$ cat src/rtl/nibble_packer_pkg.sv
// Shared types and constants for the nibble packer and the nibble selector.
package nibble_packer_pkg;

    localparam int unsigned NIBBLE_W   = 4;
    localparam int unsigned SEL_WORD_W = 32;

    typedef enum logic [1:0] {
        EMPTY = 2'd0,
        FILL  = 2'd1,
        FULL  = 2'd2
    } state_t;

    // Nibble selector: nibble idx of a packed word, nibble 0 in the LSBs.
    function automatic logic [NIBBLE_W-1:0] nibble_select(
        input logic [SEL_WORD_W-1:0] word,
        input logic [2:0]            idx
    );
        return word[idx*NIBBLE_W +: NIBBLE_W];
    endfunction

endpackage

$ cat src/rtl/nibble_packer_if.sv
// Nibble input stream plus packed-word output stream of the nibble packer.
interface nibble_packer_if #(
    parameter int WORD_W = 32
);
    import nibble_packer_pkg::*;

    logic [NIBBLE_W-1:0] nibbleIn;
    logic                nibbleValid;
    logic                nibbleReady;
    logic                flush;
    logic [WORD_W-1:0]   dataOut;
    logic [3:0]          dataCount;
    logic                dataValid;
    logic                dataReady;

    // Producer of nibbles / consumer of words.
    modport master (
        output nibbleIn, nibbleValid, flush, dataReady,
        input  nibbleReady, dataOut, dataCount, dataValid
    );

    // The packer itself.
    modport slave (
        input  nibbleIn, nibbleValid, flush, dataReady,
        output nibbleReady, dataOut, dataCount, dataValid
    );

endinterface

$ cat src/rtl/nibble_out_reg.sv
// Single valid/ready holding register for packed words.
module nibble_out_reg #(
    parameter int WORD_W = 32
) (
    input  logic              clk,
    input  logic              reset,
    input  logic              load_valid,
    input  logic [WORD_W-1:0] load_data,
    input  logic [3:0]        load_count,
    output logic              load_ready,
    output logic [WORD_W-1:0] out_data,
    output logic [3:0]        out_count,
    output logic              out_valid,
    input  logic              out_ready
);

    // Can take a new word when empty or when the held word drains this cycle.
    assign load_ready = !out_valid || out_ready;

    // Load, drain, or hold; data stays stable while waiting on out_ready.
    always_ff @(posedge clk) begin
        if (reset) begin
            out_data  <= '0;
            out_count <= '0;
            out_valid <= 1'b0;
        end else if (load_valid && load_ready) begin
            out_data  <= load_data;
            out_count <= load_count;
            out_valid <= 1'b1;
        end else if (out_ready) begin
            out_valid <= 1'b0;
        end
    end

endmodule

$ cat src/rtl/nibble_packer.sv
// Packs 4-bit nibbles into WORD_W-bit words, nibble 0 in the LSBs, with flush.
module nibble_packer
    import nibble_packer_pkg::*;
#(
    parameter int NIBBLES = 8,
    parameter int WORD_W  = 32
) (
    input logic             clk,
    input logic             reset,
    nibble_packer_if.slave  bus
);

    localparam logic [3:0] LAST_IDX = 4'(NIBBLES - 1);

    state_t            state;
    logic [3:0]        cnt;
    logic [WORD_W-1:0] word;

    logic              nibble_ready;
    logic              accept;
    logic              word_done;
    logic              load_ready;
    logic [WORD_W-1:0] acc_word;
    logic [3:0]        acc_cnt;

    assign nibble_ready    = (state != FULL);
    assign bus.nibbleReady = nibble_ready;
    assign accept          = bus.nibbleValid && nibble_ready;

    // Accumulator view including this cycle's nibble, and word completion.
    always_comb begin
        acc_word = word;
        acc_cnt  = cnt;
        if (accept) begin
            for (int unsigned k = 0; k < NIBBLES; k++) begin
                if (k == 32'(cnt)) begin
                    acc_word[k*NIBBLE_W +: NIBBLE_W] = bus.nibbleIn;
                end
            end
            acc_cnt = cnt + 4'd1;
        end
        word_done = (state == FULL)
                 || (accept && (cnt == LAST_IDX))
                 || (bus.flush && (acc_cnt != 4'd0));
    end

    // State machine and accumulator; cnt keeps the real fill count while
    // stalled in FULL so a held partial word still reports its size.
    always_ff @(posedge clk) begin
        if (reset) begin
            state <= EMPTY;
            cnt   <= '0;
            word  <= '0;
        end else if (word_done) begin
            if (load_ready) begin
                state <= EMPTY;
                cnt   <= '0;
                word  <= '0;
            end else begin
                state <= FULL;
                cnt   <= acc_cnt;
                word  <= acc_word;
            end
        end else begin
            state <= (acc_cnt == 4'd0) ? EMPTY : FILL;
            cnt   <= acc_cnt;
            word  <= acc_word;
        end
    end

    nibble_out_reg #(
        .WORD_W (WORD_W)
    ) u_out_reg (
        .clk        (clk),
        .reset      (reset),
        .load_valid (word_done),
        .load_data  (acc_word),
        .load_count (acc_cnt),
        .load_ready (load_ready),
        .out_data   (bus.dataOut),
        .out_count  (bus.dataCount),
        .out_valid  (bus.dataValid),
        .out_ready  (bus.dataReady)
    );

endmodule

$ cat src/flat_wrapper.sv
// flat-port wrapper written by rule: the top's interface ports become plain ports
module nibble_packer_flat import nibble_packer_pkg::*;
#(
    parameter int NIBBLES = 8,
    parameter int WORD_W  = 32
)
  (clk, reset, bus_nibbleIn, bus_nibbleValid, bus_flush, bus_dataReady, bus_nibbleReady, bus_dataOut, bus_dataCount, bus_dataValid);
  nibble_packer_if #(.WORD_W(WORD_W)) bus_i ();
  input logic clk;
  input logic reset;
  input wire logic [$bits(bus_i.nibbleIn)-1:0] bus_nibbleIn;
  input wire logic [$bits(bus_i.nibbleValid)-1:0] bus_nibbleValid;
  input wire logic [$bits(bus_i.flush)-1:0] bus_flush;
  input wire logic [$bits(bus_i.dataReady)-1:0] bus_dataReady;
  output wire logic [$bits(bus_i.nibbleReady)-1:0] bus_nibbleReady;
  output wire logic [$bits(bus_i.dataOut)-1:0] bus_dataOut;
  output wire logic [$bits(bus_i.dataCount)-1:0] bus_dataCount;
  output wire logic [$bits(bus_i.dataValid)-1:0] bus_dataValid;
  assign bus_i.nibbleIn = bus_nibbleIn;
  assign bus_i.nibbleValid = bus_nibbleValid;
  assign bus_i.flush = bus_flush;
  assign bus_i.dataReady = bus_dataReady;
  assign bus_nibbleReady = bus_i.nibbleReady;
  assign bus_dataOut = bus_i.dataOut;
  assign bus_dataCount = bus_i.dataCount;
  assign bus_dataValid = bus_i.dataValid;
  nibble_packer #(.NIBBLES(NIBBLES), .WORD_W(WORD_W)) u_core (.clk(clk), .reset(reset), .bus(bus_i));
endmodule
$ cat config.mk
export PLATFORM = sky130hd
export DESIGN_NAME = nibble_packer_flat
export DESIGN_NICKNAME = d
export VERILOG_FILES = /design/src/rtl/nibble_packer_pkg.sv /design/src/rtl/nibble_packer_if.sv /design/src/rtl/nibble_out_reg.sv /design/src/rtl/nibble_packer.sv /design/src/flat_wrapper.sv
export SDC_FILE = /design/constraint.sdc
export NUM_CORES = 1
export LEC_CHECK = 0
export ABC_AREA = 1
export CELL_PAD_IN_SITES_DETAIL_PLACEMENT = 0
export CELL_PAD_IN_SITES_GLOBAL_PLACEMENT = 1
export CORE_UTILIZATION = 35
export CTS_CLUSTER_SIZE = 16
export DETAILED_ROUTE_END_ITERATION = 8
export PLACE_DENSITY_LB_ADDON = 0.1
export SYNTH_ARGS = -nofsm -noshare
export SYNTH_HDL_FRONTEND = slang
export SYNTH_SLANG_ARGS = --single-unit
$ cat constraint.sdc
create_clock -name clk -period 1.8 [get_ports clk]
set_input_delay 0.27 -clock clk [delete_from_list [all_inputs] [get_ports clk]]
set_output_delay 0.27 -clock clk [all_outputs]
set_load 0.05 [all_outputs]
==> out/metrics.cfg <==
[critical_path]
r2r-end=u_core.word[7]
arrival_ns=2.15
critical_path_class=register to register
r2r_start=u_core.cnt[0]
cp-end-kind=register
reg2reg_slack_ns=-0.07
critPathLaunchType=register
crit_required_ns=2.08
path_max_fanout=6
reg2reg_depth=12

[min_path]
min_to=u_core.u_out_reg.out_data[4]
min_from=u_core.u_out_reg.out_data[4]
min_path_type=register to register
min_path_cells=2

[cts]
clock_sinks=75
htree_levels=3
clockBufferDepth=2
clock_latency_ns=0.35
cts.clk_slew.worst_paths_ns=0.09
cts_buffers=9
cts_hold_buf=0
cts_tree=built
cts-root-buf=clkbuf_8

[status]
violations=negative setup slack
outcome=complete, but fails checks

[route]
drc_errors=0
avgRoutedWirePerCell_um=14.32
viasPerCell=4.772
wl_um=8676
vias=2892
dr.pass1.iters=4
ant_nets=0
drtIter0Drc=96

[die]
rows=33
io_pins=47
die_y_um=95.87
start_util_pct=36.80
core_um2=8382
die_w_um=95.87
dieArea_um2=9191

[placed_design]
dpl-instance-area_um2=3792
dpl.hpwl_um=4829
place.gp.congestion=0.7463
preCtsSetupSlack_ns=-0.2797
portBuffers=46

[layout]
fin_nets=509
area_growth_pct=49.66
drive_gt1_share_pct=27.15
fin_util_pct=55.07
fillCellCount=814
antenna_cells=0
postLayoutCellArea_um2=4616

[power_and_ir_drop]
finalPower_mw=4.483
ir_drop_uv=482.0
powerDensity_nw_per_um2=971.4
p_leak_nw=2.368

[yosys]
syn_avg_cell_area_um2=7.486
yosysWarnings=0
synth_top_area_share_pct=48.68
yosys-top-cells-area=dfxtp_1 49%, nor2_1 9.4%, nand2_1 9.2%
yosys.area.top_type=dfxtp_1
seq_area_frac_synth_pct=48.68
syn_inst=412
synth_area_um2=3084
synth_nets=425
synth_cell_types=19
ys_ff_latch=75

[sta]
setup_tns_ns=-1.066
fin_crit_sh_pct=104.0
slew_viol_final=0
rsz0062_at_grt=true
fin_worst_skew_ns=0.01111
setup_viol=51
period_needed_ns=1.872
relSlewSlack_pct=65.56
hold_violations=0
fin_ws_ns=-0.07223
fmax_mhz=534.1
worstMarginPinSlew_ns=0.5157

[grt]
grt_max_degree=45
grt_overflow=0
grt_use_total_pct=17.72
grt_pass1_wl_um=12170
grt_pass1_vias=2537
antenna_found_initial=0

[flow_run]
max-cap-violations=0

[power by group]
group | internal (mW) | switching, mW | total (mW) | leakage [nW]
combinational | 0.499 | 0.763 | 1.26 | 1.66
clock | 0.719 | 0.672 | 1.39 | 0.0978
sequential | 1.77 | 0.0602 | 1.83 | 0.613
total | 2.99 | 1.50 | 4.48 | 2.37
[cell type report]
class                           count  area [µm²]  share of cell area, %
Clock inverter                      5       61.31                  1.328
Timing Repair Buffer               94        1039                  22.50
Sequential cell                    75        1509                  32.69
Inverter                           35       133.9                  2.901
Clock buffer                       11       151.4                  3.280
Tap cell                          105       131.4                  2.846
Multi-Input combinational cell    281        1590                  34.45
[per-layer routing]
layer / wire [µm] / vias up / GRT usage (%)
met2: 4194 / 39 / 29.88
met5: 0 / - / 0
li1: - / 1485 / -
met1: 4163 / 1362 / 21.60
met3: 244 / 6 / 5.766
met4: 74 / 0 / 4.851
[placed cells by master, fill, tap and decap left out, types with 7 or more instances in the layout]
cell type         n
o21ai_0          21
inv_1            32
dfxtp_1          73
nand3_1          37
nor2_2           10
nand2_1          66
nor2_1           65
clkdlybuf4s50_1   9
dlymetal6s2s_1   20
clkbuf_16         7
buf_4            45
mux2i_1           7
nand2_4           7
nand3_2           8
a21oi_2          10
a21oi_1          26
clkbuf_8         11
[worst max-delay path: stages, from the launching register on]
cell and delay (ns):
dfxtp_4 0.40, inv_4 0.05, ha_4 0.23, nand3_2 0.07, nand2_2 0.06, nor2_2 0.12, nand3_2 0.13, nand2_4 0.17
nand2_8 0.11, nand2_4 0.11, nand2_8 0.08, clkbuf_16 0.17, nor2_1 0.10
[state kept, by name, summed over array words and instances (netlist names)]
name                        cells
u_core.u_out_reg.out_data      32
u_core.word                    32
u_core.cnt                      4
u_core.u_out_reg.out_count      4
u_core.state                    2
u_core.u_out_reg.out_valid      1
[worst max-delay path by stage]
| stage | startpoint | end | slack (ns) | cells after the start |
|---|---|---|---|---|
| 3_5_place_dp | bus_nibbleValid | u_core.u_out_reg.out_data[14] | -0.28 | 11 |
| 6_report | u_core.cnt[0] | u_core.word[7] | -0.07 | 12 |
| 3_3_place_gp | bus_nibbleValid | u_core.u_out_reg.out_data[14] | -0.24 | 12 |
| 2_1_floorplan | u_core.state[0] | u_core.u_out_reg.out_data[14] | 0.006 | 11 |
| 4_1_cts | u_core.u_out_reg.out_data[22] | bus_dataOut[22] | 0.001 | 1 |
| 5_1_grt | u_core.state[0] | u_core.u_out_reg.out_data[22] | -0.16 | 13 |
[cells in the mapped netlist]
master and instances:
nand3_1 47, buf_6 6, mux2i_1 8, buf_1 1, buf_2 7, a21oi_1 36
xor2_2 1, a21boi_4 1, nand2_1 76, a21boi_0 1, inv_1 35, buf_4 1
nand2_2 2, o21ai_0 25, clkbuf_1 8, nor2_1 77, ha_1 4, o21bai_1 1
dfxtp_1 75
[logic make-up (layout without fill, tap and decap cells)]
family	after synthesis	after routing	share of synthesized area [%]
and+or+nand+nor	202	204	26.65
muxes	8	8	2.596
buffers and inverters	58	145	8.925
DFF	75	75	48.68
AOI/OAI and AO/OA	64	64	10.99
adders and majority gates	4	4	1.623
xor gates and xnor gates	1	1	0.5275
[what timing repair did]
item | CTS | global route
pin swaps | 0 | 13
resized for setup | 10 | 92
setup buffers | 0 | 3
setup endpoints to repair | 75 | 93
cloned | 0 | 13
[through the flow]
stage          hold slack [ns]  cells
6_report                0.4820    606
5_1_grt                 0.5155    606
4_1_cts                 0.4914    590
3_5_place_dp            0.4682    574
3_3_place_gp            0.4624    574
2_1_floorplan           0.3855    412
(Power assumes the default switching activity.)
